==> src/rtl/au_int_exp2_seq.sv <==
// Sequential z = 2^a generator, one exponent bit applied per BUSY cycle.
// Define AU_INT_EXP2_SAT_EN to saturate z to all ones on overflow.
module au_int_exp2_seq #(
  parameter int WIDTH = 8,
  localparam int EW = (WIDTH > 1) ? $clog2(WIDTH) : 1
) (
  input  logic             clk,
  input  logic             rst,
  input  logic             in_valid,
  output logic             in_ready,
  input  logic [EW-1:0]    a,
  output logic             out_valid,
  input  logic             out_ready,
  output logic [WIDTH-1:0] z,
  output logic             ovf
);

  localparam int KW = (EW > 1) ? $clog2(EW) : 1;
  localparam logic [KW-1:0] K_LAST = KW'(EW - 1);

`ifdef AU_INT_EXP2_SAT_EN
  localparam logic [WIDTH-1:0] OVF_Z = '1;
`else
  localparam logic [WIDTH-1:0] OVF_Z = '0;
`endif

  typedef enum logic [1:0] {
    S_IDLE,
    S_BUSY,
    S_DONE
  } state_t;

  state_t           r_state;
  logic [EW-1:0]    r_a;
  logic [WIDTH-1:0] r_acc;
  logic [KW-1:0]    r_k;
  logic             r_ovf;
  logic             r_in_ready;
  logic             r_out_valid;
  logic [WIDTH-1:0] r_z;
  logic             r_ovf_o;

  logic [WIDTH-1:0] w_shift;
  logic             w_ovf;

  // Shift amounts of WIDTH or more naturally clear the accumulator.
  assign w_shift = r_a[r_k] ? (r_acc << (32'd1 << r_k)) : r_acc;
  assign w_ovf   = 32'(a) >= 32'(WIDTH);

  always_ff @(posedge clk) begin
    if (rst) begin
      r_state     <= S_IDLE;
      r_a         <= '0;
      r_acc       <= '0;
      r_k         <= '0;
      r_ovf       <= 1'b0;
      r_in_ready  <= 1'b1;
      r_out_valid <= 1'b0;
      r_z         <= '0;
      r_ovf_o     <= 1'b0;
    end else begin
      case (r_state)
        S_IDLE: begin
          if (in_valid) begin
            r_a        <= a;
            r_acc      <= WIDTH'(1);
            r_k        <= '0;
            r_ovf      <= w_ovf;
            r_in_ready <= 1'b0;
            r_state    <= S_BUSY;
          end
        end
        S_BUSY: begin
          r_acc <= w_shift;
          r_k   <= r_k + 1'b1;
          if (r_k == K_LAST) begin
            r_state     <= S_DONE;
            r_out_valid <= 1'b1;
            r_z         <= r_ovf ? OVF_Z : w_shift;
            r_ovf_o     <= r_ovf;
          end
        end
        S_DONE: begin
          if (out_ready) begin
            r_state     <= S_IDLE;
            r_out_valid <= 1'b0;
            r_z         <= '0;
            r_ovf_o     <= 1'b0;
            r_in_ready  <= 1'b1;
          end
        end
        default: begin
          r_state <= S_IDLE;
        end
      endcase
    end
  end

  assign in_ready  = r_in_ready;
  assign out_valid = r_out_valid;
  assign z         = r_z;
  assign ovf       = r_ovf_o;

endmodule

==> config.mk <==
export PLATFORM = sky130hd
export DESIGN_NAME = au_int_exp2_seq
export DESIGN_NICKNAME = d
export VERILOG_FILES = /design/src/rtl/au_int_exp2_seq.sv
export SDC_FILE = /design/constraint.sdc
export NUM_CORES = 1
export LEC_CHECK = 0
export CAP_MARGIN = 20
export CORE_ASPECT_RATIO = 1.4
export CORE_MARGIN = 2
export CORE_UTILIZATION = 51
export CTS_BUF_LIST = sky130_fd_sc_hd__clkbuf_4
export DETAILED_ROUTE_END_ITERATION = 16
export MAX_ROUTING_LAYER = met4
export PLACE_DENSITY = 0.78
export SLEW_MARGIN = 30
export SYNTH_ARGS = -nofsm -noshare
export SYNTH_HDL_FRONTEND = slang
export SYNTH_SLANG_ARGS = --single-unit
==> constraint.sdc <==
create_clock -name clk -period 1.6 [get_ports clk]
set_input_delay 0.16 -clock clk [delete_from_list [all_inputs] [get_ports clk]]
set_output_delay 0.16 -clock clk [all_outputs]
set_load 0.1 [all_outputs]
==> flow_summary.ini <==
[sta]
final_hold_slack_ns = 0.356
final.setup.tns_ns = 0
fin_worst_skew_ns = 0.00402
period_share_pct = 99.6
timing_hold_violations_final = 0
number_of_setup_violations_in_the_final_report = 0
rsz0062_at_grt = yes
max_freq_mhz = 628
period_minus_ws_final_ns = 1.59
finalMaxSlewViolations = 0
finalWorstSetupSlack_ns = 0.00696

[critical_path]
r2r-end = r_acc[6]
worstRegToRegCells = 7
worst_setup_path_start_kind = flop
critical_path.reg2reg.startpoint = r_k[1]
worstPathArrival_ns = 1.87
cp_max_fo = 4
timing_worst_setup_path_type = flop to flop
required_ns = 1.88
cp-end-kind = flop
ff2ff_setup_slack_ns = 0.007

[die]
boundaryPins = 18
floorplan.die.width_um = 47.2
placementRows = 21
initial_core_util_pct = 54.6
die_height_um = 64.5
core_um2 = 2440
die-area_um2 = 3050

[synth]
mappedNetlistArea_um2 = 1340
synth.cells.most_frequent = sky130_fd_sc_hd__dfxtp_1, sky130_fd_sc_hd__nand2_1, sky130_fd_sc_hd__nor2_1, sky130_fd_sc_hd__o21ai_0
syn_area_per_cell_um2 = 9.82
share_of_synthesized_registers_carrying_an_async_set_or_reset_pct = 0
syn-instance-count = 136
netlist_top_cells_area = sky130_fd_sc_hd__dfxtp_1, sky130_fd_sc_hd__mux2i_1, sky130_fd_sc_hd__ha_1, sky130_fd_sc_hd__a22o_1, sky130_fd_sc_hd__o21ai_0
ys_warn_count = 0
synth_seq_area_share_pct = 37.5
postSynth.topFlopCell = sky130_fd_sc_hd__dfxtp_1
synth_top_cell_by_area = sky130_fd_sc_hd__dfxtp_1
post-synth-top-area-fraction_pct = 37.5
synth_seq_cells = 25
unique_cell_type_count_in_the_yosys_netlist = 40
number_of_flops_mapped_to_enable_cells_by_yosys = 0
synth_most_common_cell = sky130_fd_sc_hd__dfxtp_1
syn_nets = 149

[cts]
cts_root_buffer = sky130_fd_sc_hd__clkbuf_4
cts.sinks = 25
clockBufferDepth = 2
cts_max_level = 1
cts_inserted_buffers = 3
cts_tree = done
clk_transition_reported_paths_ns = 0.15
clock_latency_at_the_later_pin_of_the_worst_skew_pair_ns = 0.34

[route]
detail_route.drc_violations = 0
drt-total-wl_um = 3670
initialDrtViolationCount = 25
postRouteAntennaNets = 0
detail_route.vias_per_cell = 6.01
detail_route.wl_per_cell_um = 18.0
detail_route.first_pass.iterations = 4
via_count = 1226

[layout]
finalNetCount = 184
n_antenna_cell = 0
multi_input_comb_area_um2 = 876
final_area_um2 = 1900
final_util_pct = 77.6
regArea_um2 = 509
final.fill_count = 159
area_delta_synth_final_pct = 42.1
drive_above_1_share_pct = 37.1

[min_path]
min_delay_worst_endpoint = r_a[2]
hold_path.startpoint = a[2]
timing.hold.worst_path_depth = 3
worst_hold_path_type = primary input to flop

[place]
dpl_cell_area_um2 = 1760
hpwlAfterDp_um = 2570
pre_cts_slack_ns = -0.0103
finalWeightedCongestion = 0.953
place.port_buffers = 16

[power_and_ir_drop]
cellLeakagePower_nw = 0.729
pwr_density_cell_nw_per_um2 = 660
ir_worst_vdd_mv = 0.519

[grt]
globalRouteTotalUtil_pct = 27.2
antenna_found_initial = 0
grt_max_degree = 16
via_count_of_the_first_global_routing_pass = 1292
grt_pass1_wl_um = 5870
grt_overflow = 0

[run]
timing.max_cap.violations = 0

[outcome]
status = finished, final reports clean
## area by class of cell
| class | instances | share of cell area, % |
|---|---|---|
| timing repair buffer | 36 | 21.8 |
| sequential | 25 | 26.8 |
| inverter | 5 | 1.39 |
| tap | 34 | 2.24 |
| multi-input combinational | 100 | 46.2 |
| clock inverter | 1 | 0.330 |
| clock buffer | 3 | 1.19 |
## timing repair
| action | in CTS | in global routing |
|---|---|---|
| hold buffers | 0 | 0 |
| gates resized for setup | 7 | 13 |
| gates cloned | 0 | 0 |
| pin swaps | 2 | 8 |
| endpoints found under the setup margin | 8 | 11 |
| buffers inserted | 2 | 1 |
## how the worst max path moves through the flow
stage / start / endpoint / slack (ns)
after floorplan: r_k[0] / z[4] / 0.003
after global placement: r_k[1] / z[4] / 0.04
after detailed placement: r_k[1] / z[4] / -0.01
after CTS: r_k[1] / r_acc[1] / 0.008
after global routing: r_k[1] / r_acc[6] / -0.08
final: r_k[1] / r_acc[6] / 0.007
## per-stage QoR
step,std cells,total power [mW]
finish,204,1.25
global route,204,1.30
CTS,203,1.23
detailed placement,197,0.918
global placement,197,0.910
floorplan,136,0.830
## layer usage
metal | GRT usage, % | share of wire [%]
met1 | 27.1 | 35
met2 | 46.8 | 54
met3 | 3.62 | 4.0
met4 | 16.7 | 7.1
met5 | - | 0
## cells by family (layout without fill, tap and decap cells)
group	count (synthesis)	count (layout)	share of synthesized area (%)
compound gates	49	49	28.9
simple gates	33	33	13.4
flops	25	25	37.5
mux	11	11	10.5
buf+inv	11	45	3.84
fa+ha+maj	6	6	5.62
other cells	1	1	0.281
## state kept, by name, indices dropped and copies added, names as in the netlist
signal,count
out_valid,1
r_state,2
in_ready,1
r_acc,8
z,8
r_a,3
r_k,2
## report_power, final
group          internal [mW]  leakage (nW)  total (mW)  switching (mW)
sequential             0.638         0.205       0.660          0.0229
combinational          0.129         0.507       0.281           0.152
clock                 0.0980        0.0183       0.310           0.212
## cell usage in the layout, fill, tap and decap left out, types with 2 or more instances in the layout
master                            Yosys  layout
sky130_fd_sc_hd__dfxtp_1             25      22
sky130_fd_sc_hd__buf_4                2      19
sky130_fd_sc_hd__o21ai_0             10      10
sky130_fd_sc_hd__buf_12               0      10
sky130_fd_sc_hd__nand2_1             10       9
sky130_fd_sc_hd__nor2_1              10       9
sky130_fd_sc_hd__a21oi_1              8       8
sky130_fd_sc_hd__a22o_1               7       7
sky130_fd_sc_hd__mux2i_1              8       6
sky130_fd_sc_hd__clkdlybuf4s50_1      0       6
sky130_fd_sc_hd__a22oi_1              5       5
sky130_fd_sc_hd__nor2b_1              4       3
sky130_fd_sc_hd__inv_1                5       3
sky130_fd_sc_hd__o2bb2ai_1            3       3
sky130_fd_sc_hd__ha_2                 0       3
sky130_fd_sc_hd__clkbuf_4             0       3
sky130_fd_sc_hd__inv_4                0       2
sky130_fd_sc_hd__nand2b_1             2       2
sky130_fd_sc_hd__mux4_2               2       2
sky130_fd_sc_hd__o21bai_1             2       2
sky130_fd_sc_hd__ha_4                 0       2
sky130_fd_sc_hd__dfxtp_4              0       2
## worst max-delay path, cell delays in order, from the launching register on
cell	delay (ns)
sky130_fd_sc_hd__dfxtp_4	0.41
sky130_fd_sc_hd__inv_4	0.06
sky130_fd_sc_hd__ha_2	0.17
sky130_fd_sc_hd__buf_4	0.16
sky130_fd_sc_hd__mux2i_4	0.20
sky130_fd_sc_hd__mux2i_2	0.28
sky130_fd_sc_hd__mux2i_1	0.13
sky130_fd_sc_hd__o2bb2ai_1	0.13
(Power assumes the default switching activity.)
